--- config.mk ---
export PLATFORM = sky130hd
export DESIGN_NAME = seg7_scan_decoder
export DESIGN_NICKNAME = d
export VERILOG_FILES = /design/src/rtl/seg7_pkg.sv /design/src/rtl/seg7_pattern_decode.sv /design/src/rtl/seg7_scan_decoder.sv
export SDC_FILE = /design/constraint.sdc
export NUM_CORES = 1
export LEC_CHECK = 0
export BUFFER_PORTS_ARGS = -buffer_cell sky130_fd_sc_hd__buf_2
export CAP_MARGIN = 20
export CORE_UTILIZATION = 45
export CTS_CLUSTER_SIZE = 8
export DETAILED_ROUTE_END_ITERATION = 8
export SLEW_MARGIN = 5
export SYNTH_ARGS = -nofsm -noshare
export SYNTH_HDL_FRONTEND = slang
export SYNTH_SLANG_ARGS = --single-unit
--- constraint.sdc ---
create_clock -name clk_i -period 2.7 [get_ports clk_i]
set_input_delay 0.54 -clock clk_i [delete_from_list [all_inputs] [get_ports clk_i]]
set_output_delay 0.54 -clock clk_i [all_outputs]
set_load 0.01 [all_outputs]
--- src/rtl/seg7_pkg.sv ---
// seg7_pkg: shared constants, segment pattern table and scan-FSM state type
// for the 7-segment scan driver and its receive-side decoder.
package seg7_pkg;

    localparam int NUM_DIGITS = 4;

    // Segment patterns for hex 0..F on [6:0] (g..a, active-high); entry i encodes value i.
    localparam logic [15:0][6:0] SEG_TABLE = {
        7'h71, 7'h79, 7'h5E, 7'h58, 7'h7C, 7'h77, 7'h6F, 7'h7F,
        7'h07, 7'h7D, 7'h6D, 7'h66, 7'h4F, 7'h5B, 7'h06, 7'h3F
    };

    typedef enum logic [1:0] {WAIT, COUNT, HELD} scan_state_t;

    // Bit position of a one-hot digit select; only meaningful when exactly one bit is set.
    function automatic logic [1:0] onehot_index(input logic [NUM_DIGITS-1:0] cs);
        logic [1:0] idx;
        idx = 2'd0;
        for (int i = 0; i < NUM_DIGITS; i++)
            if (cs[i]) idx = 2'(i);
        return idx;
    endfunction

endpackage

--- src/rtl/seg7_pattern_decode.sv ---
// seg7_pattern_decode: combinational segment-pattern to hex decoder.
//   seg   in  7  segment pattern, [6:0] = g..a
//   valid out 1  pattern found in the table
//   value out 4  decoded hex value (0 when not valid)
module seg7_pattern_decode
    import seg7_pkg::*;
(
    input  logic [6:0] seg,
    output logic       valid,
    output logic [3:0] value
);

    always_comb begin
        valid = 1'b0;
        value = 4'h0;
        for (int i = 0; i < 16; i++) begin
            if (SEG_TABLE[i] == seg) begin
                valid = 1'b1;
                value = 4'(i);
            end
        end
    end

endmodule

--- src/rtl/seg7_scan_decoder.sv ---
// seg7_scan_decoder: samples a multiplexed 7-segment scan bus, debounces each
// digit slot and reconstructs the four displayed hex digits and decimal points.
//   clk_i       in  1   system clock
//   rst_n       in  1   asynchronous active-low reset
//   seg_data_i  in  8   [6:0] segments g..a, [7] dp, active-high
//   seg_cs_i    in  4   one-hot digit select
//   digits_o    out 16  digit n on [4n+3:4n]
//   dp_o        out 4   decimal point per digit
//   err_o       out 4   digit last committed an undecodable pattern
//   frame_o     out 1   pulse when all four digits committed since last pulse
//   cs_err_o    out 1   pulse on a newly sampled multi-hot select
//   stall_o     out 1   no commit for TIMEOUT_CYCLES cycles
module seg7_scan_decoder
    import seg7_pkg::*;
#(
    parameter int STABLE_CYCLES  = 4,
    parameter int TIMEOUT_CYCLES = 4000
) (
    input  logic        clk_i,
    input  logic        rst_n,
    input  logic [7:0]  seg_data_i,
    input  logic [3:0]  seg_cs_i,
    output logic [15:0] digits_o,
    output logic [3:0]  dp_o,
    output logic [3:0]  err_o,
    output logic        frame_o,
    output logic        cs_err_o,
    output logic        stall_o
);

    localparam int CW = $clog2(STABLE_CYCLES + 1);
    localparam int TW = $clog2(TIMEOUT_CYCLES + 1);
    localparam logic [CW-1:0] CNT_DONE  = CW'(STABLE_CYCLES);
    localparam logic [TW-1:0] STALL_MAX = TW'(TIMEOUT_CYCLES);

    logic [11:0]           s_q, s_prev;
    logic [NUM_DIGITS-1:0] cs;
    logic [7:0]            data;
    logic                  changed, cs_zero, cs_onehot;
    scan_state_t           state, state_nx;
    logic [CW-1:0]         cnt, cnt_nx;
    logic                  commit, cs_err_nx;
    logic [1:0]            idx;
    logic                  dec_valid;
    logic [3:0]            dec_value;
    logic [3:0]            bitmap, bitmap_set;
    logic [TW-1:0]         stall_cnt;

    assign cs         = s_q[11:8];
    assign data       = s_q[7:0];
    assign changed    = s_q != s_prev;
    assign cs_zero    = cs == '0;
    assign cs_onehot  = !cs_zero && ((cs & (cs - 4'd1)) == 4'd0);
    assign idx        = onehot_index(cs);
    assign bitmap_set = bitmap | (4'd1 << idx);
    assign stall_o    = stall_cnt == STALL_MAX;

    seg7_pattern_decode u_decode (
        .seg   (data[6:0]),
        .valid (dec_valid),
        .value (dec_value)
    );

    always_ff @(posedge clk_i or negedge rst_n) begin
        if (!rst_n) begin
            s_q    <= '0;
            s_prev <= '0;
            state  <= WAIT;
            cnt    <= '0;
        end else begin
            s_q    <= {seg_cs_i, seg_data_i};
            s_prev <= s_q;
            state  <= state_nx;
            cnt    <= cnt_nx;
        end
    end

    // Any change restarts debouncing; the commit fires on the first unchanged
    // cycle after the count has reached STABLE_CYCLES, then HELD blocks repeats.
    always_comb begin
        state_nx  = state;
        cnt_nx    = cnt;
        commit    = 1'b0;
        cs_err_nx = 1'b0;
        if (changed) begin
            state_nx  = cs_onehot ? COUNT : WAIT;
            cnt_nx    = cs_onehot ? CW'(1) : '0;
            cs_err_nx = !cs_onehot && !cs_zero;
        end else if (state == COUNT) begin
            if (cnt == CNT_DONE) begin
                commit   = 1'b1;
                state_nx = HELD;
            end else begin
                cnt_nx = cnt + CW'(1);
            end
        end
    end

    always_ff @(posedge clk_i or negedge rst_n) begin
        if (!rst_n) begin
            digits_o <= '0;
            dp_o     <= '0;
            err_o    <= '0;
            frame_o  <= 1'b0;
            cs_err_o <= 1'b0;
            bitmap   <= '0;
        end else begin
            frame_o  <= 1'b0;
            cs_err_o <= cs_err_nx;
            if (commit) begin
                dp_o[idx]  <= data[7];
                err_o[idx] <= !dec_valid;
                if (dec_valid) digits_o[{idx, 2'b00} +: 4] <= dec_value;
                // Completing the set emits the frame pulse and starts a fresh set.
                bitmap  <= (bitmap_set == 4'hF) ? 4'h0 : bitmap_set;
                frame_o <= bitmap_set == 4'hF;
            end
        end
    end

    always_ff @(posedge clk_i or negedge rst_n) begin
        if (!rst_n) stall_cnt <= '0;
        else if (commit) stall_cnt <= '0;
        else if (stall_cnt != STALL_MAX) stall_cnt <= stall_cnt + TW'(1);
    end

endmodule
; Word level (Yosys, flattened, before mapping)
; Index checks and enable logic that the tools add are counted.
[word_totals]
ff_bits = 71
mem_bits_ro = 0
memories = 0
word_cells = 114
latchBits = 0
ramBits = 0
[op_classes]
reduce_logical = 14
mux = 55
n_addsub = 4
eq_ne = 23
magnitude_cmp = 2
div_mod_pow = 0
n_shift = 3
multipliers = 0
n_bitwise = 2
[ops]
columns = op, count
row1 = 7-bit == test (first input constant), 13
row2 = 4-bit two-way mux, 9
row3 = 1-bit two-way mux, 26
row4 = 12-bit two-way mux, 2
row5 = 3-bit two-way mux, 7
row6 = 16-bit bitwise mux, 1
row7 = 4-bit by 6-bit variable shift with 16-bit output (first input constant), 1
row8 = 4-bit by 6-bit variable part select with 16-bit output, 1
row9 = 3-bit by 7-bit == test with 1-bit output (first input constant), 2
row10 = 2-bit two-way mux, 7
row11 = 12-bit by 1-bit adder with 12-bit output (second input constant), 1
row12 = 12-bit == test (second input constant), 1
row13 = 12-bit != test, 1
row14 = 12-bit != test (second input constant), 1
row15 = 4-bit bitwise mux, 2
row16 = 4-bit zero test, 2
row17 = 6-bit by 7-bit == test with 1-bit output (first input constant), 1
row18 = 4-bit negator with 6-bit output, 1
row19 = 2-bit AND reduction, 3
row20 = 2-bit nonzero test, 3
row21 = 4-bit AND, 1
row22 = 4-bit == test (second input constant), 1
row23 = 4-bit OR, 1
row24 = 1-bit by 2-bit << shifter with 4-bit output (first input constant), 1
row25 = 10 further kinds, 14

; Logic depth before layout (Yosys ltp)
[depth]
depth_word = 19
mapped_depth = 9
ltp_nobuf = 7

; Hierarchy
; Synthesis repeated with hierarchy kept, for this count alone.
[hier_totals]
cells_unflattened = 291
hier_area_um2 = 3314.4
[modules_own_cells]
columns = mod, cells_each, area_each_um2, n_inst, seq_area_each_um2
row1 = seg7_scan_decoder, 232, 2924.1, 1, 1776.7
row2 = seg7_pattern_decode, 59, 390.4, 1, 0.0

; Worst setup path before layout
; OpenSTA, ideal clock, no wires.
[synth_timing]
path_kind = reg2reg
startpoint = reg s_q[10]
endpoint = reg digits_o[12]
required_ns = 2.618
stages_incl_launch_ff = 6
n_path_buf = 1
slack_ns = 0.764
arrival_ns = 1.854
cell_sequence = dfrtp_1 -> buf_2 -> or2_2 -> ha_1 -> or4_1 -> o22ai_1
[synth_via]
elab_chain_cells = 5
[synth_rtl]
columns = element, line_no
row1 = from (decl), seg7_scan_decoder.sv:36  ; logic [11:0] s_q, s_prev;
row2 = from (signal assigned), seg7_scan_decoder.sv:71  ; s_q <= {seg_cs_i, seg_data_i};
row3 = 2-bit two-way mux (2 in series), seg7_pkg.sv:20  ; if (cs[i]) idx = 2'(i);
row4 = 4-bit negator with 6-bit output, seg7_scan_decoder.sv:113  ; if (dec_valid) digits_o[{idx, 2'b00} +: 4] <= dec_value;
row5 = 4-bit by 6-bit variable part select with 16-bit output / 4-bit by 6-bit variable shift with 16-bit output (equally long branches), seg7_scan_decoder.sv:113
row6 = 16-bit bitwise mux, seg7_scan_decoder.sv:113
row7 = "to (signal, indexed assignment)", seg7_scan_decoder.sv:113
row8 = to (decl), seg7_scan_decoder.sv:23  ; output logic [15:0] digits_o,
; Parallel ways exist; a longest one is shown, timed or not.
; A chain may end at the register's enable or synchronous reset.

; Worst setup path after layout
[layout_timing]
startpoint = reg stall_cnt[0]
endpoint = out stall_o
[layout_via]
elab_chain_cells = 1
[layout_rtl]
columns = element, line_no
row1 = from (decl), seg7_scan_decoder.sv:47  ; logic [TW-1:0] stall_cnt;
row2 = from (signal assigned), seg7_scan_decoder.sv:124  ; else if (stall_cnt != STALL_MAX) stall_cnt <= stall_cnt + TW'(1);
row3 = 12-bit == test, seg7_scan_decoder.sv:56  ; assign stall_o = stall_cnt == STALL_MAX;
row4 = to (decl), seg7_scan_decoder.sv:28  ; output logic stall_o
; Every way passes these cells.

==> qor.yml <==
synthesis:
  synth_flop_cell: "dfrtp_1"
  synth_fp_nets: 347
  netlist_instances: 321
  synth_edf_count: 0
  yosys.cell_types.count: 52
  synthArstFlopShare_pct: 100
  synth_area_leaders: "dfrtp_1 51%, ha_1 4.4%, xnor2_1 4.3%"
  synth_warnings: 0
  synth_top_area_cell: "dfrtp_1"
  ys_seq_area_share_pct: 51.5
  synth_area_per_cell_sq_um: 10.8
  ys_ff_latch: 71
  netlist_area_sq_um: 3450
  synth_commonest_cells: "71 x dfrtp_1, 29 x inv_1, 19 x nand2_1"
  synth_top_cell_area_share_pct: 51.5
  synth.most_common_cell: "dfrtp_1"
clock_network:
  h-tree-depth: 3
  clkTransAtPathRegs_ns: 0.07
  cts_sinks: 71
  clk_path_buf_depth: 2
  clk_latency_ns: 0.34
  cts_setup_buffers: 0
  cts_tree: "done"
  cts.repair.resized: 0
  clockRootBuffer: "clkbuf_8"
  cts_inserted_buffers: 9
  ctsHoldBuffers: 0
critical_path:
  arrival_ns: 1.63
  r2r_setup_slack_ns: 0.60
  reg2regPathDepth: 5
  worstPathMaxFanout: 5
  required_ns: 2.16
  r2r_end: "dp_o[0]$_DFFE_PN0P_"
  cp-start-kind: "flip-flop"
  r2r_start: "s_q[4]$_DFF_PN0_"
  path_class: "flip-flop to output pin"
  cp-end-kind: "output pin"
placement:
  io_buffers: 40
  globalplace.congestion: 0.732
  placed_area_sq_um: 3750
  dp_hpwl_mm: 4.82
  place_inst: 451
route:
  drt-wirelength-per-cell_um: 14.4
  drt.antenna.violating_nets: 0
  viasPerCell: 5.27
  num_vias: 2459
  route.detailed.drc: 0
  dr.pass1.iters: 4
  routed_wirelength_mm: 6.73
  dr.first_iter.drc_count: 173
outcome:
  status: "completed"
sta:
  slew_headroom_pct: 57.1
  max_freq_mhz: 460
  final-hold-violation-count: 0
  min_period_over_period_pct: 80.5
  setup-violations-final: 0
  drv_slew: 0
  fin_crit_ns: 2.17
  worstMarginPinSlew_ns: 0.637
  tns_ns: 0
  finClkSkew_ns: 0.00711
  rsz0062_at_grt: "false"
cells_and_area:
  drive_gt1_share_pct: 21.2
  nNetsFinal: 389
  final_area_sq_um: 3970
  antenna_cells: 0
  syn_to_final_growth_pct: 15.1
  fin_util_pct: 54.2
  instances_no_fill: 467
die:
  ioPinCount: 41
  row_count: 31
  coreArea_sq_um: 7330
  die_h_um: 89.6
  initial_core_util_pct: 47.1
  dieArea_sq_um: 8020
  die_x_um: 89.6
pwr:
  irDropWorstVdd_uv: 398
  p_leak_nw: 1.84
  power_w: 0.00220
  powerDensity_nw_per_um2: 555
min_path:
  hold_class: "input port to asynchronous set/reset pin"
global_route:
  grt_max_degree: 33
  grt_pass1_vias: 2321
  grt_pass1_wl_mm: 11.1
  grt_overflow: 0
  antenna_found_initial: 0
  grt_usage_pct: 18.6
run:
  cap_viol_max_count: 0
## logic make-up (layout without fill, tap and decap cells)
kind of cell / count (synthesis) / in the layout / synth area share, %
AND/OR/NAND/NOR: 100 / 100 / 16.8
flip-flops: 71 / 71 / 51.5
AO/OA/AOI/OAI: 58 / 58 / 11.9
buffers and inverters: 44 / 91 / 5.62
XOR/XNOR: 26 / 26 / 6.60
adder cells (fa/ha/maj): 12 / 12 / 4.35
multiplexers: 10 / 10 / 3.23
## cell usage in the layout (no fill, tap or decap), types with 5 or more instances in the layout
cell / Yosys / routed
a21oi_1: 11 / 11
and4_1: 5 / 5
buf_2: 11 / 40
buf_4: 2 / 5
clkbuf_8: 0 / 11
dfrtp_1: 71 / 71
ha_1: 12 / 12
inv_1: 29 / 29
mux2_2: 5 / 5
nand2_1: 19 / 19
nand3_1: 14 / 14
nand4b_1: 5 / 5
nor2_1: 18 / 18
o21ai_0: 5 / 5
o22ai_1: 18 / 18
xnor2_1: 17 / 17
xor2_1: 9 / 9
## layout make-up
| class | instances | area [sq um] |
|---|---|---|
| Fill cell | 671 | 3360 |
| Sequential cell | 71 | 1780 |
| Multi-Input combinational cell | 206 | 1480 |
| Timing Repair Buffer | 46 | 258 |
| Clock buffer | 13 | 159 |
| Tap cell | 99 | 124 |
| Inverter | 29 | 109 |
| Clock inverter | 3 | 65.1 |
## worst max path at each step
stage | slack, ns | cells after the start | endpoint | start
final | 0.53 | 7 | stall_o | stall_cnt[0]$_DFFE_PN0P_
after global routing | 0.34 | 7 | stall_o | stall_cnt[0]$_DFFE_PN0P_
after CTS | 0.50 | 7 | stall_o | stall_cnt[0]$_DFFE_PN0P_
after detailed placement | 0.61 | 5 | dp_o[1]$_DFFE_PN0P_ | s_q[0]$_DFF_PN0_
after global placement | 0.66 | 5 | dp_o[1]$_DFFE_PN0P_ | s_q[0]$_DFF_PN0_
after floorplan | 0.76 | 5 | digits_o[12]$_DFFE_PN0P_ | s_q[10]$_DFF_PN0_
## flip-flops by register name, indices dropped and copies added, names as in the netlist
signal	count
cs_err_o	1
digits_o	16
stall_cnt	12
dp_o	4
state	2
s_prev	12
err_o	4
s_q	12
frame_o	1
bitmap	4
cnt	3
## per-layer routing
metal	global-route usage, %	wire length [um]
met4	6.06	67
met3	5.67	310
met2	28.4	3110
met1	25.4	3240
met5	0	0
## power breakdown
group | internal, W | switching [W] | leakage [nW]
clock | 0.000570 | 0.000370 | 0.114
sequential | 0.00109 | 0.0000304 | 0.917
combinational | 0.0000630 | 0.0000854 | 0.806
## per-stage QoR
stage                     hold WS [ns]  setup slack [ns]
after floorplan                  0.244             0.764
after global placement           0.443             0.658
after detailed placement         0.449             0.611
after CTS                        0.154             0.505
after global routing             0.163             0.341
final                            0.141             0.527
## critical path, stage by stage, from the launching register on
cell	delay, ns
dfrtp_1	0.43
inv_1	0.10
ha_1	0.15
nand2_1	0.06
nor3_1	0.13
nand3_1	0.21
inv_1	0.10
buf_2	0.13
Power figures use the tool's default switching activity.
